## src/rtl/sum_accum.sv

```systemverilog
// Accumulator behind the 8-bit adder: synchronised sample edges add sum_in into a 16-bit total.
// Optional macro SUM_ACCUM_SAT_EN selects a saturating accumulator instead of a wrapping one.
module sum_accum #(
  parameter int unsigned CNT_W = 8
) (
  input  logic       clk,
  input  logic       rst_n,
  input  logic       ena,
  input  logic [7:0] sum_in,
  input  logic       sample_in,
  input  logic       clr,
  input  logic [1:0] rd_sel,
  output logic [7:0] rd_data,
  output logic       busy
);

  typedef enum logic [1:0] {StIdle, StCapt, StAdd} state_e;

  state_e           state_q, state_d;
  logic             s1_q, s2_q, s3_q;
  logic             sample_edge;
  logic [7:0]       hold_q, hold_d;
  logic [15:0]      acc_q, acc_d;
  logic [CNT_W-1:0] count_q, count_d;
  logic             miss_q, miss_d;
  logic             ovf_q, ovf_d;
  logic             cnt_sat_q, cnt_sat_d;
  logic [16:0]      acc_sum;
  logic [CNT_W+7:0] count_ext;

  // The synchroniser keeps running while disabled so stale edges age out.
  always_ff @(posedge clk or negedge rst_n) begin
    if (!rst_n) begin
      s1_q <= 1'b0;
      s2_q <= 1'b0;
      s3_q <= 1'b0;
    end else begin
      s1_q <= sample_in;
      s2_q <= s1_q;
      s3_q <= s2_q;
    end
  end

  assign sample_edge = s2_q & ~s3_q;
  assign acc_sum     = {1'b0, acc_q} + {9'b0, hold_q};
  assign busy        = (state_q != StIdle);

  always_comb begin
    state_d   = state_q;
    hold_d    = hold_q;
    acc_d     = acc_q;
    count_d   = count_q;
    miss_d    = miss_q;
    ovf_d     = ovf_q;
    cnt_sat_d = cnt_sat_q;
    if (clr) begin
      state_d   = StIdle;
      hold_d    = 8'h00;
      acc_d     = 16'h0000;
      count_d   = '0;
      miss_d    = 1'b0;
      ovf_d     = 1'b0;
      cnt_sat_d = 1'b0;
    end else if (ena) begin
      unique case (state_q)
        StIdle: begin
          if (sample_edge) begin
            state_d = StCapt;
            hold_d  = sum_in;
          end
        end
        StCapt: begin
          state_d = StAdd;
          if (sample_edge) miss_d = 1'b1;
        end
        StAdd: begin
          state_d = StIdle;
          if (sample_edge) miss_d = 1'b1;
`ifdef SUM_ACCUM_SAT_EN
          if (acc_sum[16]) begin
            acc_d = 16'hFFFF;
            ovf_d = 1'b1;
          end else begin
            acc_d = acc_sum[15:0];
          end
`else
          acc_d = acc_sum[15:0];
          if (acc_sum[16]) ovf_d = 1'b1;
`endif
          if (count_q != '1) count_d = count_q + CNT_W'(1);
          if (count_d == '1) cnt_sat_d = 1'b1;
        end
        default: state_d = StIdle;
      endcase
    end
  end

  always_ff @(posedge clk or negedge rst_n) begin
    if (!rst_n) begin
      state_q   <= StIdle;
      hold_q    <= 8'h00;
      acc_q     <= 16'h0000;
      count_q   <= '0;
      miss_q    <= 1'b0;
      ovf_q     <= 1'b0;
      cnt_sat_q <= 1'b0;
    end else begin
      state_q   <= state_d;
      hold_q    <= hold_d;
      acc_q     <= acc_d;
      count_q   <= count_d;
      miss_q    <= miss_d;
      ovf_q     <= ovf_d;
      cnt_sat_q <= cnt_sat_d;
    end
  end

  // Padding lets the low byte be taken for any counter width.
  assign count_ext = {8'h00, count_q};

  always_comb begin
    rd_data = 8'h00;
    unique case (rd_sel)
      2'd0: rd_data = acc_q[7:0];
      2'd1: rd_data = acc_q[15:8];
      2'd2: rd_data = count_ext[7:0];
      2'd3: rd_data = {4'b0000, busy, cnt_sat_q, miss_q, ovf_q};
      default: rd_data = 8'h00;
    endcase
  end

endmodule

```

## config.mk

```make
export PLATFORM = sky130hd
export DESIGN_NAME = sum_accum
export DESIGN_NICKNAME = d
export VERILOG_FILES = /design/src/rtl/sum_accum.sv
export SDC_FILE = /design/constraint.sdc
export NUM_CORES = 1
export LEC_CHECK = 0
export ABC_AREA = 1
export CAP_MARGIN = 15
export CORE_MARGIN = 1.5
export CORE_UTILIZATION = 60
export DETAILED_ROUTE_END_ITERATION = 12
export PLACE_DENSITY = 0.83
export SETUP_SLACK_MARGIN = 0.2
export SKIP_CTS_REPAIR_TIMING = 1
export SLEW_MARGIN = 20
export SYNTH_ARGS = -nofsm -noshare
export SYNTH_HDL_FRONTEND = slang
export SYNTH_SLANG_ARGS = --single-unit
```

## constraint.sdc

```tcl
create_clock -name clk -period 3.1 [get_ports clk]
set_clock_uncertainty 0.05 [all_clocks]
set_input_delay 0.31 -clock clk [delete_from_list [all_inputs] [get_ports clk]]
set_output_delay 0.31 -clock clk [all_outputs]
set_load 0.1 [all_outputs]
```

==> flow_summary.toml <==
[drt]
wl_per_cell_um = 14.24
via_count = 2327
drc = 0
wl_um = 5840
dr.pass1.iters = 4
dr.first_iter.drc_count = 122
viasPerCell = 5.676
postRouteAntennaNets = 0

[floorplan]
start_util_pct = 62.56
die_x_um = 67.58
ios = 24
std_cell_rows = 23
coreArea_mm2 = 0.004000
die_h_um = 67.58
dieArea_mm2 = 0.004567

[clock_tree]
htreeDepth = 2
clockBufferDepth = 2
cts_buffers = 5
cts_tree = "yes"
cts.sinks = 40
clkLatencyLatePin_ns = 0.29
cts_root_buf = "clkbuf_8"
clk_pin_slew_ns = 0.08

[yosys]
synthFlopType = "dfrtp_1"
syn_nets = 362
ys_seq_area_share_pct = 40.00
synth-async-reset-ratio_pct = 100.0
synth_area_mm2 = 0.002502
synth_seq_cells = 40
syn_avg_cell_area_um2 = 7.515
syn-instance-count = 333
yosys_warnings = 0
synth.distinct_cells = 36
synth_edf_count = 0

[worst_setup_path]
arrival_ns = 2.04
startpoint = "rd_sel[0]"
r2r-start = "acc_q[0]"
cp-end-kind = "primary output"
setup.worst_path.end = "rd_data[0]"
r2r_cells = 9
r2r-end = "ovf_q"
cp_max_fo = 8
cp-start-kind = "primary input"
r2r_slack_ns = 1.03
critPathKind = "in2out"
crit_required_ns = 2.74

[placed_design]
routabilityCongestion = 0.9008
dp_hpwl_um = 4423
port_buffers = 23
dp_slack_ns = 0.7418
postPlaceCellArea_mm2 = 0.002750

[global_routing]
grt_usage_pct = 29.40
grt_pass1_wl_um = 9984
antenna_found_initial = 0
overflow = 0
grt_max_degree = 41
grt_pass1_vias = 2288

[status]
outcome = "completed"

[cells_and_area]
area_growth_pct = 14.20
insertedDiodeCount = 0
drive_gt1_share_pct = 9.722
nets = 388
final_area_mm2 = 0.002858

[sta]
setup_violations = 0
rsz0062_at_grt = "false"
period_share_pct = 77.34
worst_slack_ns = 0.7025
min_period_ns = 2.398
hold_violations = 0
clock.fmax_mhz = 417.1
drv_slew = 0
setup_tns_ns = 0
tightest_slew_ns = 0.8884
relSlewSlack_pct = 40.77

[power]
p_per_area_mw_per_mm2 = 493.3
vdd_drop_max_mv = 0.5238
leakage_nw = 1.331

[flow_run]
cap_violations = 0

[worst_hold_path]
worstHoldPathType = "in2async"
==> flip-flops by register name (all words and copies together) (netlist names) <==
name       count
state_q        2
s3_q           1
cnt_sat_q      1
acc_q         16
s1_q           1
ovf_q          1
s2_q           1
count_q        8
hold_q         8
miss_q         1
==> worst max-delay path, stage by stage <==
cell,delay [ns]
clkdlybuf4s50_1,0.56
inv_1,0.08
nor2_1,0.48
nand2_1,0.13
o2111ai_1,0.15
buf_4,0.33
==> final cells by class <==
cell class | instances | area [um2]
clock buffers | 6 | 72.57
clock inverters | 2 | 35.03
fillers | 338 | 1142
inverters | 43 | 161.4
multi-input cells | 244 | 1308
flip-flops and latches | 40 | 1001
well taps | 50 | 62.56
repair buffers | 25 | 217.7
==> stage by stage <==
stage                     utilization [%]  hold WS (ns)  power, mW  cells
after detailed placement            68.75        0.3142     0.9982    402
after floorplan                         -      -0.03559     0.8903    333
after global routing                71.44        0.1544      1.485    410
after CTS                           71.44        0.1065      1.416    410
final                               71.44       0.08121      1.410    410
after global placement              68.75        0.2859     0.9860    402
==> kinds of logic after synthesis <==
| group | Yosys count | synth area share (%) |
|---|---|---|
| AOI/OAI and AO/OA | 66 | 16.20 |
| DFF | 40 | 40.00 |
| buffers and inverters | 49 | 7.750 |
| adders and majority gates | 14 | 7.300 |
| and+or+nand+nor | 160 | 27.35 |
| xor gates and xnor gates | 4 | 1.400 |
==> report_power, final <==
| group | leakage [nW] | switching, mW | total, mW | internal [mW] |
|---|---|---|---|---|
| Clock | 0.0552 | 0.179 | 0.418 | 0.239 |
| Sequential | 0.541 | 0.0318 | 0.599 | 0.567 |
| Combinational | 0.734 | 0.281 | 0.393 | 0.112 |
==> worst min-delay path by stage <==
stage,from,endpoint,slack [ns],cells after the start
after CTS,rst_n,hold_q[1],0.11,1
after global routing,rst_n,hold_q[1],0.15,1
after global placement,s1_q,s2_q,0.29,0
after detailed placement,s1_q,s2_q,0.31,0
after floorplan,rst_n,acc_q[0],-0.04,0
final,rst_n,hold_q[1],0.08,1
==> layout by cell type, fill, tap and decap left out, types with 4 or more instances in the layout <==
cell | synthesis | layout
clkdlybuf4s50_1 | 0 | 13
clkbuf_8 | 0 | 5
nor2_1 | 30 | 30
nand2_1 | 85 | 85
o21ai_0 | 20 | 20
o21ai_1 | 8 | 8
a21oi_1 | 15 | 15
dfrtp_1 | 40 | 40
o21ai_2 | 4 | 4
o211ai_1 | 4 | 4
nand3_1 | 33 | 33
ha_1 | 13 | 13
inv_1 | 40 | 40
buf_4 | 2 | 11
xor2_1 | 4 | 4
o2111ai_1 | 4 | 4
==> per-layer routing <==
layer	track usage (%)	part of all wire, %	vias up
li1	-	-	1151
met1	34.66	42	1104
met2	52.21	51	62
met3	5.000	5.5	10
met4	12.76	1.8	0
met5	0	0	-
==> synthesized netlist by cell type (2+ instances only) <==
cell / n / area (um2)
o211ai_1: 4 / 30.03
nor2_1: 30 / 112.6
nor3_1: 2 / 10.01
buf_2: 2 / 10.01
o21bai_1: 2 / 15.01
nand2_1: 85 / 319.1
nand2_2: 2 / 12.51
o21ai_1: 8 / 40.04
clkbuf_1: 2 / 7.510
buf_4: 2 / 15.01
o21ai_0: 20 / 100.1
nand4_1: 2 / 12.51
nor2_4: 2 / 22.52
a21oi_1: 15 / 75.07
nand3_1: 33 / 165.2
inv_1: 40 / 150.1
ha_1: 13 / 162.7
xor2_1: 4 / 35.03
dfrtp_1: 40 / 1001
nor2_2: 2 / 12.51
o21ai_2: 4 / 35.03
inv_2: 2 / 7.510
o2111ai_1: 4 / 35.03
No activity file was read; power rests on OpenSTA's default activity.
